===== config.mk =====
export PLATFORM = sky130hd
export DESIGN_NAME = mio_bus_ctrl
export DESIGN_NICKNAME = d
export VERILOG_FILES = /design/src/rtl/mio_pkg.sv /design/src/rtl/mio_counter.sv /design/src/rtl/mio_bus_ctrl.sv
export SDC_FILE = /design/constraint.sdc
export NUM_CORES = 1
export LEC_CHECK = 0
export BUFFER_PORTS_ARGS = -buffer_cell sky130_fd_sc_hd__buf_4
export CORE_MARGIN = 2
export CORE_UTILIZATION = 40
export DETAILED_ROUTE_END_ITERATION = 16
export GPL_ROUTABILITY_DRIVEN = 0
export PLACE_DENSITY = 0.77
export SLEW_MARGIN = 20
export SYNTH_ARGS = -nofsm -noshare
export SYNTH_HDL_FRONTEND = slang
export SYNTH_HIERARCHICAL = 1
export SYNTH_SLANG_ARGS = --single-unit

===== constraint.sdc =====
create_clock -name clk_i -period 2.23 [get_ports clk_i]
set_input_delay 0.3345 -clock clk_i [delete_from_list [all_inputs] [get_ports clk_i]]
set_output_delay 0.3345 -clock clk_i [all_outputs]
set_load 0.01 [all_outputs]

===== src/rtl/mio_pkg.sv =====
// Shared definitions for the MIO bus controller: address map, FSM encoding,
// access decode and the default RAM latency.
package mio_pkg;

  localparam int RAM_LAT_DEF = 1;

  localparam logic [31:0] RAM_LAST = 32'h0000_0FFF;
  localparam logic [31:0] LED_ADDR = 32'hE000_0000;
  localparam logic [31:0] SW_ADDR  = 32'hF000_0000;
  localparam logic [31:0] CNT_ADDR = 32'hF000_0004;
  localparam logic [31:0] CMP_ADDR = 32'hF000_0008;

  typedef enum logic [1:0] {
    ST_IDLE,
    ST_RAM_ACC,
    ST_RAM_WAIT,
    ST_RESP
  } mio_state_e;

  typedef enum logic [2:0] {
    SEL_RAM,
    SEL_LED,
    SEL_SW,
    SEL_CNT,
    SEL_CMP,
    SEL_NONE
  } mio_sel_e;

  // Map a byte address onto the target it selects
  function automatic mio_sel_e mio_decode(input logic [31:0] a);
    if (a <= RAM_LAST) return SEL_RAM;
    if (a == LED_ADDR) return SEL_LED;
    if (a == SW_ADDR)  return SEL_SW;
    if (a == CNT_ADDR) return SEL_CNT;
    if (a == CMP_ADDR) return SEL_CMP;
    return SEL_NONE;
  endfunction

endpackage


===== src/rtl/mio_counter.sv =====
// Free-running 32-bit counter with a compare register and a match pulse.
// Only instantiated when MIO_COUNTER_EN is defined.
module mio_counter (
  input  logic        clk_i,
  input  logic        rst_ni,
  input  logic        cnt_we_i,
  input  logic        cmp_we_i,
  input  logic [31:0] wdata_i,
  output logic [31:0] cnt_o,
  output logic [31:0] cmp_o,
  output logic        irq_o
);

  logic [31:0] cnt_q, cnt_d;
  logic [31:0] cmp_q, cmp_d;

  // A CPU load replaces that cycle's increment; the increment wraps naturally
  always_comb begin
    cnt_d = cnt_we_i ? wdata_i : cnt_q + 32'd1;
    cmp_d = cmp_we_i ? wdata_i : cmp_q;
  end

  // Counter and compare state
  always_ff @(posedge clk_i or negedge rst_ni) begin
    if (!rst_ni) begin
      cnt_q <= '0;
      cmp_q <= '0;
    end else begin
      cnt_q <= cnt_d;
      cmp_q <= cmp_d;
    end
  end

  // The counter only sits on the compare value for one cycle, so this is a pulse;
  // a zero compare means "disarmed"
  assign irq_o = (cnt_q == cmp_q) && (cmp_q != 32'd0);
  assign cnt_o = cnt_q;
  assign cmp_o = cmp_q;

endmodule


===== src/rtl/mio_bus_ctrl.sv =====
// CPU-to-memory/IO bus controller: 4 KiB RAM window, LED register, switch
// inputs and (with MIO_COUNTER_EN defined) a counter/compare/irq block.
// Without MIO_COUNTER_EN the counter addresses read as 0 and ignore writes.
module mio_bus_ctrl
  import mio_pkg::*;
#(
  parameter int RAM_LAT = RAM_LAT_DEF
) (
  input  logic        clk_i,
  input  logic        rst_ni,
  input  logic        cpu_req_i,
  input  logic        cpu_we_i,
  input  logic [31:0] cpu_addr_i,
  input  logic [31:0] cpu_wdata_i,
  output logic [31:0] cpu_rdata_o,
  output logic        cpu_ready_o,
  output logic        ram_en_o,
  output logic        ram_we_o,
  output logic [9:0]  ram_addr_o,
  output logic [31:0] ram_wdata_o,
  input  logic [31:0] ram_rdata_i,
  input  logic [15:0] sw_in_i,
  output logic [15:0] led_out_o,
  output logic        cnt_irq_o
);

  localparam logic [3:0] WAIT_INIT = 4'(RAM_LAT - 1);

  mio_state_e  state_q;
  logic [3:0]  wait_q;
  logic [9:0]  addr_q;
  logic [31:0] wdata_q;
  logic [31:0] rdata_q;
  logic        ready_q, ram_en_q, ram_we_q;
  logic [15:0] led_q, led_d;

  logic        start;
  mio_sel_e    sel;
  logic [31:0] io_rdata;

  // A new access is only accepted from IDLE; decode acts on the live address
  assign start = (state_q == ST_IDLE) && cpu_req_i;
  assign sel   = mio_decode(cpu_addr_i);

`ifdef MIO_COUNTER_EN
  logic [31:0] cnt_val, cmp_val;
  logic        cnt_we, cmp_we;

  assign cnt_we = start && cpu_we_i && (sel == SEL_CNT);
  assign cmp_we = start && cpu_we_i && (sel == SEL_CMP);

  mio_counter u_counter (
    .clk_i    (clk_i),
    .rst_ni   (rst_ni),
    .cnt_we_i (cnt_we),
    .cmp_we_i (cmp_we),
    .wdata_i  (cpu_wdata_i),
    .cnt_o    (cnt_val),
    .cmp_o    (cmp_val),
    .irq_o    (cnt_irq_o)
  );
`else
  assign cnt_irq_o = 1'b0;
`endif

  // I/O read mux; unmapped (and disabled counter) addresses read as zero
  always_comb begin
    io_rdata = '0;
    case (sel)
      SEL_LED: io_rdata = {16'h0, led_q};
      SEL_SW:  io_rdata = {16'h0, sw_in_i};
`ifdef MIO_COUNTER_EN
      SEL_CNT: io_rdata = cnt_val;
      SEL_CMP: io_rdata = cmp_val;
`endif
      default: io_rdata = '0;
    endcase
  end

  // LED register takes the low half of a write on the IDLE->RESP edge
  always_comb begin
    led_d = led_q;
    if (start && cpu_we_i && (sel == SEL_LED)) led_d = cpu_wdata_i[15:0];
  end

  // LED register state
  always_ff @(posedge clk_i or negedge rst_ni) begin
    if (!rst_ni) led_q <= '0;
    else         led_q <= led_d;
  end

  // Access FSM with registered bus/CPU strobes
  always_ff @(posedge clk_i or negedge rst_ni) begin
    if (!rst_ni) begin
      state_q  <= ST_IDLE;
      wait_q   <= '0;
      addr_q   <= '0;
      wdata_q  <= '0;
      rdata_q  <= '0;
      ready_q  <= 1'b0;
      ram_en_q <= 1'b0;
      ram_we_q <= 1'b0;
    end else begin
      ready_q  <= 1'b0;
      ram_en_q <= 1'b0;
      ram_we_q <= 1'b0;
      case (state_q)
        ST_IDLE: begin
          if (cpu_req_i) begin
            addr_q  <= cpu_addr_i[11:2];
            wdata_q <= cpu_wdata_i;
            if (sel == SEL_RAM) begin
              state_q  <= ST_RAM_ACC;
              ram_en_q <= 1'b1;
              ram_we_q <= cpu_we_i;
            end else begin
              state_q <= ST_RESP;
              ready_q <= 1'b1;
              if (!cpu_we_i) rdata_q <= io_rdata;
            end
          end
        end
        ST_RAM_ACC: begin
          state_q <= ST_RAM_WAIT;
          wait_q  <= WAIT_INIT;
        end
        ST_RAM_WAIT: begin
          if (wait_q == 4'd0) begin
            state_q <= ST_RESP;
            ready_q <= 1'b1;
            rdata_q <= ram_rdata_i;
          end else begin
            wait_q <= wait_q - 4'd1;
          end
        end
        ST_RESP: state_q <= ST_IDLE;
        default: state_q <= ST_IDLE;
      endcase
    end
  end

  assign cpu_rdata_o = rdata_q;
  assign cpu_ready_o = ready_q;
  assign ram_en_o    = ram_en_q;
  assign ram_we_o    = ram_we_q;
  assign ram_addr_o  = addr_q;
  assign ram_wdata_o = wdata_q;
  assign led_out_o   = led_q;

endmodule


# [Yosys cells after proc, flatten, opt, wreduce, memory -nomap -nowiden]
# Cells that the tools add are included.
[op_classes] n_reduce_logical=12 add_sub_neg=1 magnitude_cmp=1 mux=47 eq_ne=14
[op_table] operator="equality test 32 bit (second input constant)" count=4
[op_table] operator="two-way mux 32 bit" count=4
[op_table] operator="case mux 32 bit (2 select lines)" count=1
[op_table] operator="<= comparator 32 x 12 -> 1 bit (second input constant)" count=1
[op_table] operator="case mux 16 bit (2 select lines)" count=1
[op_table] operator="two-way mux 3 bit" count=10
[op_table] operator="two-way mux 1 bit" count=24
[op_table] operator="inequality test 2 bit (second input constant)" count=5
[op_table] operator="case mux 2 bit (4 select lines)" count=1
[op_table] operator="case mux 4 bit (2 select lines)" count=1
[op_table] operator="two-way mux 2 bit" count=3
[op_table] operator="AND reduction 2 bit" count=3
[op_table] operator="AND reduction 5 bit" count=1
[op_table] operator="equality test 2 bit (second input constant)" count=2
[op_table] operator="zero test 4 bit" count=1
[op_table] operator="two-way mux 4 bit" count=1
[op_table] operator="nonzero test 2 bit" count=2
[op_table] operator="subtractor 4 x 1 -> 4 bit (second input constant)" count=1
[op_table] operator="equality test 3 x 1 -> 1 bit (second input constant)" count=1
[op_table] operator="equality test 3 x 2 -> 1 bit (second input constant)" count=1
[op_table] operator="logical AND 1 bit" count=3
[op_table] operator="zero test 3 bit" count=1
[op_table] operator="equality test 2 x 1 -> 1 bit (second input constant)" count=1
[op_table] operator="zero test 2 bit" count=1
[op_table] operator="case mux 1 bit (2 select lines)" count=1
[word_totals] out_inout_bits=94 ff_bits=99 elab_cells=84

# [Depth between registers and ports, before layout]
[logic_depth] word_depth=23 mapped_depth=9 mapped_depth_nobuf=7

# [Worst setup path before layout]
# No wires, ideal clock.
[synth_path] kind="reg-to-reg" startpoint="register wait_q[0]" endpoint="register rdata_q[12] (netlist: cpu_rdata_o[12])" slack_ps=42 setup_time_ps=128 n_path_buf=2 stages_incl_launch_ff=10 t_arrival_ps=2061 cell_sequence="dfrtp_1 -> inv_1 -> ha_1 -> or3b_1 -> buf_2 -> a21oi_4 -> nand3b_2 -> o32ai_4 -> buf_6 -> mux2_1"
[synth_via] elab_chain_len=3
[synth_rtl] element="start, declared" line_no="mio_bus_ctrl.sv:30" rtl="logic [3:0] wait_q;"
[synth_rtl] element="start signal, assigned" line_no="mio_bus_ctrl.sv:133" rtl="wait_q <= wait_q - 4'd1;"
[synth_rtl] element="zero test 4 bit" line_no="mio_bus_ctrl.sv:128" rtl="if (wait_q == 4'd0) begin"
[synth_rtl] element="inequality test 2 bit (no source line)"
[synth_rtl] element="AND reduction 5 bit (no source line)"
[synth_rtl] element="end signal, assigned" line_no="mio_bus_ctrl.sv:119" rtl="if (!cpu_we_i) rdata_q <= io_rdata;"
[synth_rtl] element="end signal, assigned" line_no="mio_bus_ctrl.sv:131" rtl="rdata_q <= ram_rdata_i;"
[synth_rtl] element="end, declared" line_no="mio_bus_ctrl.sv:33" rtl="logic [31:0] rdata_q;"
# No other way between the ends.
# A chain may end at the register's enable or synchronous reset.

# [Final worst setup path]
[layout_path] startpoint="register wait_q[1]" endpoint="register rdata_q[4] (netlist: cpu_rdata_o[4])"
# Same word-level chain as after synthesis.

==> metrics <==
status=completed; DR DRC count=0; Lkg Pwr=3.362 nW; Die X-Extent=110.0 um; Seq cells post-synth=99; Critical Path Sink Type=flop; CTS Root Cell=clkbuf_8; register area share after synthesis=55.14%; Overall Power=0.007359 W; flip-flop and latch area=2477 um^2; vias in the first global route=3585; Worst R2R Path Depth=9; Netlist Area Pre-Place=4493 um^2; DRT Pass-1 Iters=4; fillers=899; Core ar.=10890 um^2; drt initial violations=74; Final Hold Viols=0; Tot GR Track Use=19.21%; total CTS buffers=9; Slew @ Worst Pin=0.5502 ns; Synth async-reset ratio=100.0%; CP required=2.47 ns; most frequent cells in the layout=buf_4 (227), dfrtp_1 (99), mux2_2 (49); achievable frequency=0.4577 GHz; hold_ws=0.2107 ns; Distinct cells, synth=40; Sw Share=33.03%; Post-Route WL=11.84 mm; largest net degree at the start of global routing=54; number of port buffers=208; # IOs=210; initial antenna violation count=0; Synth Flop Type=dfrtp_1; Mapped Nets=463; part of the cycle the worst path needs=97.98%; VDD IR max=598.0 uV; chip height=110.0 um; Seq pwr share=36.7%; H-tree depth=3; Sink Count=99; Power Internal=0.004929 W; combinational fraction of design power=49.2%; pwr/cell area=1102 nW/um^2; commonest non-fill, non-tap cell in the layout=buf_4; CTS Buffer Depth=2; dpl hpwl=8.846 mm; post-synth top area share=55.14%; Via Count=3483; Crit Path Category=flop to flop; largest area contributor in the netlist=dfrtp_1; setup TNS=0 ns; CP Launch Type=flop; Clk pwr share=14.1%; Initial Util=41.27%; post-synthesis cell count=343; yosys warns=6; Switching Power=0.002431 W; # setup viols final=0; # rows=38; area of the multi-input gates=1871 um^2; Data arrival, critical path=2.43 ns; clock skew=0.007282 ns; layout cell share with drive strength beyond 1=58.26%; ANT nets after route=0; Antenna diodes=0; Reg clk slew, reported paths=0.09 ns; Avg Inst Size Synth=13.10 um^2; CP max FO=7; Period minus WS final=2.185 ns; vias per cell=4.871; ranking of synthesized cells by area=dfrtp_1 (55%), mux2_2 (13%), mux2i_1 (7.4%); total global routing overflow=0; number of synthesized flops with an enable pin=0; unrepaired setup endpoints after global routing=yes; max_cap viols=0; CTS tree=yes; first-pass GRT wire length=17.65 mm; Max Slew Vio Count=0; Die Area=12100 um^2; nets=692; WHS Path Cells=2; routed length per instance=16.55 um; relative slew slack=63.32%; synth-to-layout area growth=48.62%; Hold Path Class=primary input to flop; clk_lat worst skew=0.35 ns
[worst paths after layout]
path	end	startpoint	slack (ns)
setup / recovery	cpu_rdata_o[4]$_DFFE_PN0P_	wait_q[1]$_DFFE_PN0P_	0.05
hold / removal	ram_wdata_o[16]$_DFFE_PN0P_	cpu_wdata_i[16]	0.21
setup reg to reg	cpu_rdata_o[4]$_DFFE_PN0P_	wait_q[1]$_DFFE_PN0P_	0.05
hold reg to reg	cpu_rdata_o[5]$_DFFE_PN0P_	cpu_rdata_o[5]$_DFFE_PN0P_	0.50
max in group asynchronous	cpu_rdata_o[5]$_DFFE_PN0P_	rst_ni	1.15
min in group asynchronous	ram_wdata_o[25]$_DFFE_PN0P_	rst_ni	0.45
[area by class of cell]
cell class,instances,share of cell area [%]
well taps,140,2.623
repair buffers,237,28.46
flip-flops and latches,99,37.10
inverters,23,1.293
clock buffers,12,2.323
multi-input cells,202,28.01
clock inverters,2,0.1874
[Yosys cell counts, drive strengths merged (2+ instances only)]
master	n
dfrtp	99
mux2	75
nand2	37
mux2i	33
inv	23
o21ai	21
buf	11
clkbuf	8
nor4	6
ha	4
nor3	4
nand4	3
a21oi	2
nand3	2
nor2	2
[critical path, cell delays in order, from the launching register on]
cell      delay [ns]
dfrtp_1         0.40
inv_2           0.09
ha_4            0.13
or3b_4          0.40
a21oi_4         0.21
nand3b_4        0.10
o32ai_4         0.12
buf_12          0.17
buf_16          0.14
mux2_1          0.31
[per-layer routing]
layer	global-route usage [%]	wire (um)	up-vias
met5	0	0	-
met4	7.233	170	0
met3	4.997	783	14
met2	34.57	6345	113
met1	21.76	4537	1724
li1	-	-	1632
[sequential cells by signal, indices dropped and copies added (netlist names)]
| register | flops |
|---|---|
| cpu_rdata_o | 32 |
| ram_wdata_o | 32 |
| led_out_o | 16 |
| ram_addr_o | 10 |
| wait_q | 4 |
| state_q | 2 |
| cpu_ready_o | 1 |
| ram_en_o | 1 |
| ram_we_o | 1 |
[repair_timing]
item	in CTS	in global routing
resized for setup	7	12
buffers inserted	5	9
hold endpoints to repair	24	0
hold buffers	1	0
setup endpoints to repair	16	26
pin swaps	2	4
gates cloned	2	0
[metrics by stage]
step	worst slack (ns)	instances	instance area [um^2]	util [%]
after floorplan	0.04154	343	4493	-
after global placement	0.07523	684	6250	57.40
after detailed placement	-0.05344	684	6250	57.40
after CTS	0.006468	706	6541	60.08
after global routing	-0.04452	715	6678	61.33
final	0.04503	715	6678	61.33
[cells by family (layout without fill, tap and decap cells)]
kind of cell	after synthesis	count (layout)	synth area share [%]
muxes	108	108	26.98
adders and majority gates	4	4	1.114
other	1	1	0.08346
and+or+nand+nor	63	63	8.271
DFF	99	99	55.14
AOI/OAI and AO/OA	26	26	3.760
buffers and inverters	42	274	4.650
[power groups by stage]
stage | clock network, W | registers (W) | logic [W]
final | 0.00104 | 0.00270 | 0.00362
after global routing | 0.00116 | 0.00277 | 0.00388
after CTS | 0.00108 | 0.00270 | 0.00345
after detailed placement | 0 | 0.00273 | 0.00319
after global placement | 0 | 0.00270 | 0.00310
after floorplan | 0 | 0.00297 | 0.00146
(Power assumes the default switching activity.)
